--- config.mk ---
export PLATFORM = sky130hd
export DESIGN_NAME = wb_unit
export DESIGN_NICKNAME = d
export VERILOG_FILES = /design/src/rtl/wb_unit.sv
export SDC_FILE = /design/constraint.sdc
export NUM_CORES = 1
export LEC_CHECK = 0
export ABC_AREA = 1
export ABC_CLOCK_PERIOD_IN_PS = 2350
export BUFFER_PORTS_ARGS = -buffer_cell sky130_fd_sc_hd__buf_2
export CORE_MARGIN = 5
export CORE_UTILIZATION = 48
export CTS_BUF_LIST = sky130_fd_sc_hd__clkbuf_8
export CTS_CLUSTER_SIZE = 20
export DETAILED_ROUTE_END_ITERATION = 10
export PLACE_DENSITY = 0.83
export REMOVE_ABC_BUFFERS = 1
export SETUP_SLACK_MARGIN = 0.15
export SYNTH_ARGS = -nofsm -noshare
export SYNTH_HDL_FRONTEND = slang
export SYNTH_SLANG_ARGS = --single-unit
export TNS_END_PERCENT = 30
--- constraint.sdc ---
create_clock -name clk -period 2.35 [get_ports clk]
set_clock_uncertainty 0.1 [all_clocks]
set_input_delay 0.47 -clock clk [delete_from_list [all_inputs] [get_ports clk]]
set_output_delay 0.47 -clock clk [all_outputs]
set_load 0.05 [all_outputs]
--- src/rtl/wb_unit.sv ---
// Writeback stage: registers ALU-class results onto the register-file write port
// and runs a single outstanding load handshake with a timeout.
module wb_unit #(
  parameter int TIMEOUT = 16,
  parameter int R0_ZERO = 1
) (
  input  logic        clk,
  input  logic        rst_n,
  input  logic        in_valid,
  output logic        in_ready,
  input  logic [5:0]  in_opcode,
  input  logic [4:0]  in_rd,
  input  logic [31:0] in_result,
  input  logic [31:0] in_addr,
  output logic        mem_req,
  output logic [31:0] mem_addr,
  input  logic        mem_ack,
  input  logic [31:0] mem_rdata,
  output logic        rf_we,
  output logic [4:0]  rf_waddr,
  output logic [31:0] rf_wdata,
  output logic [31:0] busy_mask,
  output logic        err,
  input  logic        err_clr
);

  localparam int CW = $clog2(TIMEOUT) + 1;

  typedef enum logic [0:0] {
    IDLE,
    LOAD_WAIT
  } state_t;

  state_t          state, state_n;
  logic [4:0]      ld_rd;
  logic [CW-1:0]   cnt;
  logic            is_wb, is_load;
  logic            accept;
  logic            timeout_hit;

  function automatic logic suppressed(input logic [4:0] r);
    return (R0_ZERO != 0) && (r == 5'd0);
  endfunction

  always_comb begin
    is_wb   = 1'b0;
    is_load = 1'b0;
    case (in_opcode) inside
      6'd1, 6'd2, [6'd5:6'd20], 6'd23, 6'd24: is_wb   = 1'b1;
      6'd4:                                   is_load = 1'b1;
      default: ;
    endcase
  end

  assign accept      = in_valid && in_ready;
  assign timeout_hit = (state == LOAD_WAIT) && !mem_ack && (cnt == CW'(TIMEOUT - 1));

  always_ff @(posedge clk or negedge rst_n) begin
    if (!rst_n) state <= IDLE;
    else        state <= state_n;
  end

  always_comb begin
    state_n = state;
    case (state)
      IDLE:      if (in_valid && is_load) state_n = LOAD_WAIT;
      LOAD_WAIT: if (mem_ack || timeout_hit) state_n = IDLE;
      default:   state_n = IDLE;
    endcase
  end

  // busy bit is derived from the FSM so it drops on ack/timeout and on reset
  always_comb begin
    in_ready  = (state == IDLE);
    mem_req   = (state == LOAD_WAIT);
    busy_mask = '0;
    if (state == LOAD_WAIT && !suppressed(ld_rd)) busy_mask[ld_rd] = 1'b1;
  end

  always_ff @(posedge clk or negedge rst_n) begin
    if (!rst_n) begin
      rf_we    <= 1'b0;
      rf_waddr <= '0;
      rf_wdata <= '0;
      mem_addr <= '0;
      ld_rd    <= '0;
      cnt      <= '0;
      err      <= 1'b0;
    end else begin
      rf_we <= 1'b0;
      if (accept && is_wb && !suppressed(in_rd)) begin
        rf_we    <= 1'b1;
        rf_waddr <= in_rd;
        rf_wdata <= in_result;
      end
      if (accept && is_load) begin
        ld_rd    <= in_rd;
        mem_addr <= in_addr;
        cnt      <= '0;
      end
      if (state == LOAD_WAIT) begin
        if (mem_ack) begin
          if (!suppressed(ld_rd)) begin
            rf_we    <= 1'b1;
            rf_waddr <= ld_rd;
            rf_wdata <= mem_rdata;
          end
        end else if (!timeout_hit) begin
          cnt <= cnt + 1'b1;
        end
      end
      if (timeout_hit)  err <= 1'b1;
      else if (err_clr) err <= 1'b0;
    end
  end

endmodule

=== Yosys cells after proc, flatten, opt, wreduce, memory -nomap -nowiden ===
Index checks and enable logic that the tools add are counted.

* Bits in registers: 82
* Output and inout bits: 105

* $add $sub $neg: 1
* Order comparisons: 4
* Equality and inequality tests: 6
* Mux-type cells: 27
* Bitwise operators: 1
* Reductions and logical operators: 18

{| class="wikitable"
|+ Operators by type and width
! cell !! count
|-
| 32-bit 2-to-1 mux || 5
|-
| 5-bit 2-to-1 mux || 8
|-
| 6-bit by 5-bit == test with 1-bit output (second input constant) || 2
|-
| 1-bit 2-to-1 mux || 12
|-
| 1-bit logical AND || 10
|-
| 5-bit logical NOT || 2
|-
| 6-bit by 1-bit == test with 1-bit output (second input constant) || 1
|-
| 6-bit by 2-bit == test with 1-bit output (second input constant) || 1
|-
| 6-bit by 3-bit == test with 1-bit output (second input constant) || 1
|-
| 6-bit by 3-bit greater-or-equal comparator with 1-bit output (second input constant) || 1
|-
| 6-bit by 5-bit less-or-equal comparator with 1-bit output (second input constant) || 1
|-
| 5-bit by 6-bit less-than comparator with 1-bit output (second input constant) || 1
|-
| 5-bit by 1-bit adder with 5-bit output (second input constant) || 1
|-
| 1-bit demux with 5-bit select || 1
|-
| 5-bit by 4-bit == test with 1-bit output (second input constant) || 1
|-
| 5-bit by 1-bit greater-or-equal comparator with 1-bit output (second input constant) || 1
|-
| 5-bit OR reduction || 1
|-
| 1-bit logical NOT || 3
|-
| 1-bit one-hot mux with 2 select lines || 1
|-
| 2-bit nonzero test || 1
|-
| 1-bit logical OR || 1
|-
| 1-bit inverter || 1
|}

=== Depth between registers and ports, before layout ===
* Depth after elaboration: 10
* Gate-level depth with buffers: 12

=== Worst setup path after synthesis ===
No wires, ideal clock.

* Path type: reg2out
* Start: reg state (netlist: mem_req)
* End: out busy_mask[11]
* Arrival: 1.754 ns
* Required time: 1.780 ns
* Path slack: 0.026 ns
* Stages on the path, launching flop included: 3
* Path buffers: 0
* Cell sequence: dfrtp_1 > nand3_1 > nor2_1

* Cells in the longest elaborated chain, start to end: 2

{| class="wikitable"
|+ RTL lines
! what !! line !! RTL
|-
| start: declaration || 34 || <nowiki>state_t state, state_n;</nowiki>
|-
| start signal: assignment || 60 || <nowiki>else state <= state_n;</nowiki>
|-
| 1-bit logical AND || 77 || <nowiki>if (state == LOAD_WAIT && !suppressed(ld_rd)) busy_mask[ld_rd] = 1'b1;</nowiki>
|-
| 32-bit 2-to-1 mux || 77 ||
|-
| end: declaration || 22 || <nowiki>output logic [31:0] busy_mask,</nowiki>
|}

Every way passes these cells.

=== Final worst setup path ===
* Start: reg ld_rd[0]
* End: out busy_mask[28]

* Cells in the longest elaborated chain, start to end: 5
* Elaborated cells on any way between the ends: 9
* Classes of those cells: 2 x order compare; 3 x mux; 4 x reduce/logical

{| class="wikitable"
|+ RTL lines
! what !! line !! RTL
|-
| start: declaration || 35 || <nowiki>logic [4:0] ld_rd;</nowiki>
|-
| start signal: assignment || 97 || <nowiki>ld_rd <= in_rd;</nowiki>
|-
| 5-bit by 6-bit less-than comparator with 1-bit output (implied by the code) or 5-bit by 1-bit greater-or-equal comparator with 1-bit output (tied branches) || 77 ||
|-
| 1-bit logical AND (implied by the code) || 77 ||
|-
| 1-bit 2-to-1 mux (implied by the code) || 77 ||
|-
| 1-bit demux with 5-bit select || 77 ||
|-
| 32-bit 2-to-1 mux (*) || 77 ||
|}

Mark *: on every way between the ends. The rest lies on a longest branch, timed or not.

==> metrics.md <==
| Metric | Value |
|---|---|
| Post-Synthesis Cells | `524` |
| Tmin final | `2160 ps` |
| Outcome | `completed` |
| Reg2Reg Launch Point | `cnt[0]` |
| Critical Path End Type | `output port` |
| Area Growth Syn to Fin | `30.2%` |
| CP Max Fanout | `7` |
| Hold Crit Class | `input pin to asynchronous set/reset pin` |
| Placed instance count | `827` |
| Critical Path RT | `1780 ps` |
| Final-layout fill cell count | `736` |
| Avg Inst Size Synth | `8.25 um2` |
| Tot Pwr | `4.54 mW` |
| Final setup vio count | `0` |
| Root Driver | `clkbuf_8` |
| Final hold violation count | `0` |
| Largest net degree at the start of global routing | `45` |
| Ports | `217` |
| Synth top area cells | `dfrtp_1, nand2_1, nand3_1` |
| Synth warn | `0` |
| I/O Buffers | `215` |
| Most frequent cell after synthesis | `nand2_1` |
| Worst ir drop on vdd | `0.391 mV` |
| GP Congestion | `0.825` |
| N_diodes | `0` |
| Worst-case clock buffer depth | `2` |
| Fin cells | `843` |
| DRT iter0 DRCs | `202` |
| Initial antenna violation count | `0` |
| Max-cap violations | `0` |
| Number of global-route vias before repair | `4162` |
| Period utilization | `92.0%` |
| First-pass GRT wire length | `20000 um` |
| Share of the synthesized area in the top cell type | `47.5%` |
| CORE AREA | `8760 um2` |
| Clk Latency, worst-skew pair | `340 ps` |
| Post-synth EDFFs | `0` |
| Worst-Margin Slew | `595 ps` |
| Die width | `105 um` |
| Top post-synthesis cells by count | `nand2_1, inv_1, nand3_1, dfrtp_1, nor2_1` |
| Total CTS buffers | `9` |
| R2R cell count | `8` |
| R2R setup slack | `300 ps` |
| Worst Setup SP | `ld_rd[0]` |
| Yosys reg bits | `82` |
| Clock transition at the registers of the reported paths | `80 ps` |
| H-tree levels | `3` |
| Post-synth design cell area | `4320 um2` |
| Post-synthesis sequential area ratio | `47.5%` |
| WL final | `12000 um` |
| Leakage power | `3.38 nW` |
| RSZ-0062 raised after global routing | `yes` |
| Critical path's slowest cell | `dfrtp_1` |
| Effective utilization at floorplan | `49.3%` |
| Worst-path cell chain | `nor2_1 > nand2_1 > nor2_1 > buf_2` |
| Total GRT Usage | `21.8%` |
| Detailed Place HPWL | `9160 um` |
| Crit-path most repeated cell | `nor2_1` |
| Crit Path Category | `register to output port` |
| Fmax | `0.462 GHz` |
| Post-detailed-route count of antenna-violating nets | `0` |
| Die area | `11000 um2` |
| Setup Fix Bufs, Post-CTS | `0` |
| Die Y | `105 um` |
| DR WL/cell | `14.2 um` |
| Synth Flop Type | `dfrtp_1` |
| Slew Limit Fails | `0` |
| Vias | `4127` |
| Synth unique cells | `34` |
| Fraction of final layout cells with drive strength greater than 1 | `37.1%` |
| Asr flop ratio synth | `100%` |
| CTS tree | `built` |
| Worst relative slew slack | `60.3%` |
| Layout net count | `844` |
| Largest stage delay, worst path | `450 ps` |
| # rows | `34` |
| Crit start category | `register` |
| Area leader, netlist | `dfrtp_1` |
| Reg-to-reg endpoint | `cnt[1]` |
| Number of clock sinks | `82` |
| Cell Pwr Density | `807 nW/um2` |
| Critical Path AT | `1590 ps` |
| 1st-pass router iterations | `4` |
| Grt ovf | `0` |
| Vias per cell | `4.90` |
| Drt drc | `0` |
## placed cells by master, fill, tap and decap left out, types with 2 or more instances in the layout
| cell | netlist | layout |
|---|---|---|
| mux2_2 | 4 | 4 |
| buf_4 | 5 | 5 |
| buf_2 | 8 | 212 |
| clkbuf_4 | 0 | 2 |
| nand2_1 | 116 | 116 |
| o21ai_0 | 7 | 7 |
| mux2_1 | 28 | 28 |
| nand2_2 | 20 | 20 |
| nor2_1 | 39 | 39 |
| nor3_1 | 2 | 2 |
| nor2_2 | 2 | 2 |
| nand3_1 | 86 | 85 |
| dfrtp_1 | 82 | 82 |
| clkinv_2 | 0 | 3 |
| nand3_2 | 1 | 2 |
| buf_12 | 0 | 3 |
| clkbuf_8 | 0 | 10 |
| ha_1 | 2 | 2 |
| nor2_4 | 2 | 2 |
| inv_2 | 4 | 4 |
| inv_1 | 89 | 90 |
## per-stage QoR
stage | hold slack [ps] | area (um2) | worst slack (ps) | utilization [%] | TNS [ps]
final | 19.3 | 5630 | 187 | 64.2 | 0
after global routing | 49.6 | 5630 | 60.4 | 64.2 | 0
after CTS | 26.5 | 5620 | 167 | 64.1 | 0
after detailed placement | 378 | 5420 | 281 | 61.9 | 0
after global placement | 368 | 5420 | 352 | 61.9 | 0
after floorplan | 74.4 | 4120 | -148 | - | -5360
## logic make-up (layout without fill, tap and decap cells)
logic type               after synthesis  count (layout)  share of synthesized area, %
AO/OA/AOI/OAI                         12              12                          1.59
multiplexers                          32              32                          8.34
buffers and inverters                120             331                          12.8
AND/OR/NAND/NOR                      274             274                          28.9
XOR/XNOR                               1               1                         0.203
flip-flops                            82              82                          47.5
adder cells (fa/ha/maj)                2               2                         0.579
other                                  1               1                        0.0867
## worst max-delay path by stage
stage                               end  slack [ps]  cells past startpoint
after floorplan             rf_waddr[0]        -150                      9
after CTS                 busy_mask[16]         170                      4
after global routing       busy_mask[6]          60                      3
final                     busy_mask[28]         190                      4
after global placement     rf_wdata[12]         350                     10
after detailed placement   rf_wdata[17]         280                     10
## report_power, final
group	leakage (nW)	internal, mW	switching (mW)
clock network	0.107	0.513	0.508
logic	2.28	0.442	1.27
registers	1.00	1.66	0.150
## final cells by class
class	count	area (um2)	share of cell area (%)
Timing Repair Buffer	222	1170	20.9
Sequential cell	82	2050	36.5
Multi-Input combinational cell	322	1720	30.6
Clock inverter	6	57.6	1.02
Clock buffer	10	138	2.45
Inverter	93	349	6.20
Tap cell	108	135	2.40
## state kept, by name, summed over array words and instances, names as in the netlist
name and count:
cnt 5, rf_we 1, ld_rd 5, err 1
mem_req 1, rf_wdata 32, rf_waddr 5, mem_addr 32
## worst max-delay path, delay by kind of cell (launching register included)
kind,cells,cell delay (ps)
and+or+nand+nor,3,520
DFF,1,450
buffers and inverters,1,270
## repair_timing
action	CTS	global route
endpoints found under the setup margin	0	33
hold buffers	0	0
resized for setup	0	3
## per-layer routing
layer	GRT usage (%)	share of wire, %	vias to the layer above
met2	39.4	55	145
met4	7.85	2.1	0
li1	-	-	2027
met3	3.88	5.4	22
met5	0	0	-
met1	25.9	38	1933
(Power assumes the default switching activity.)
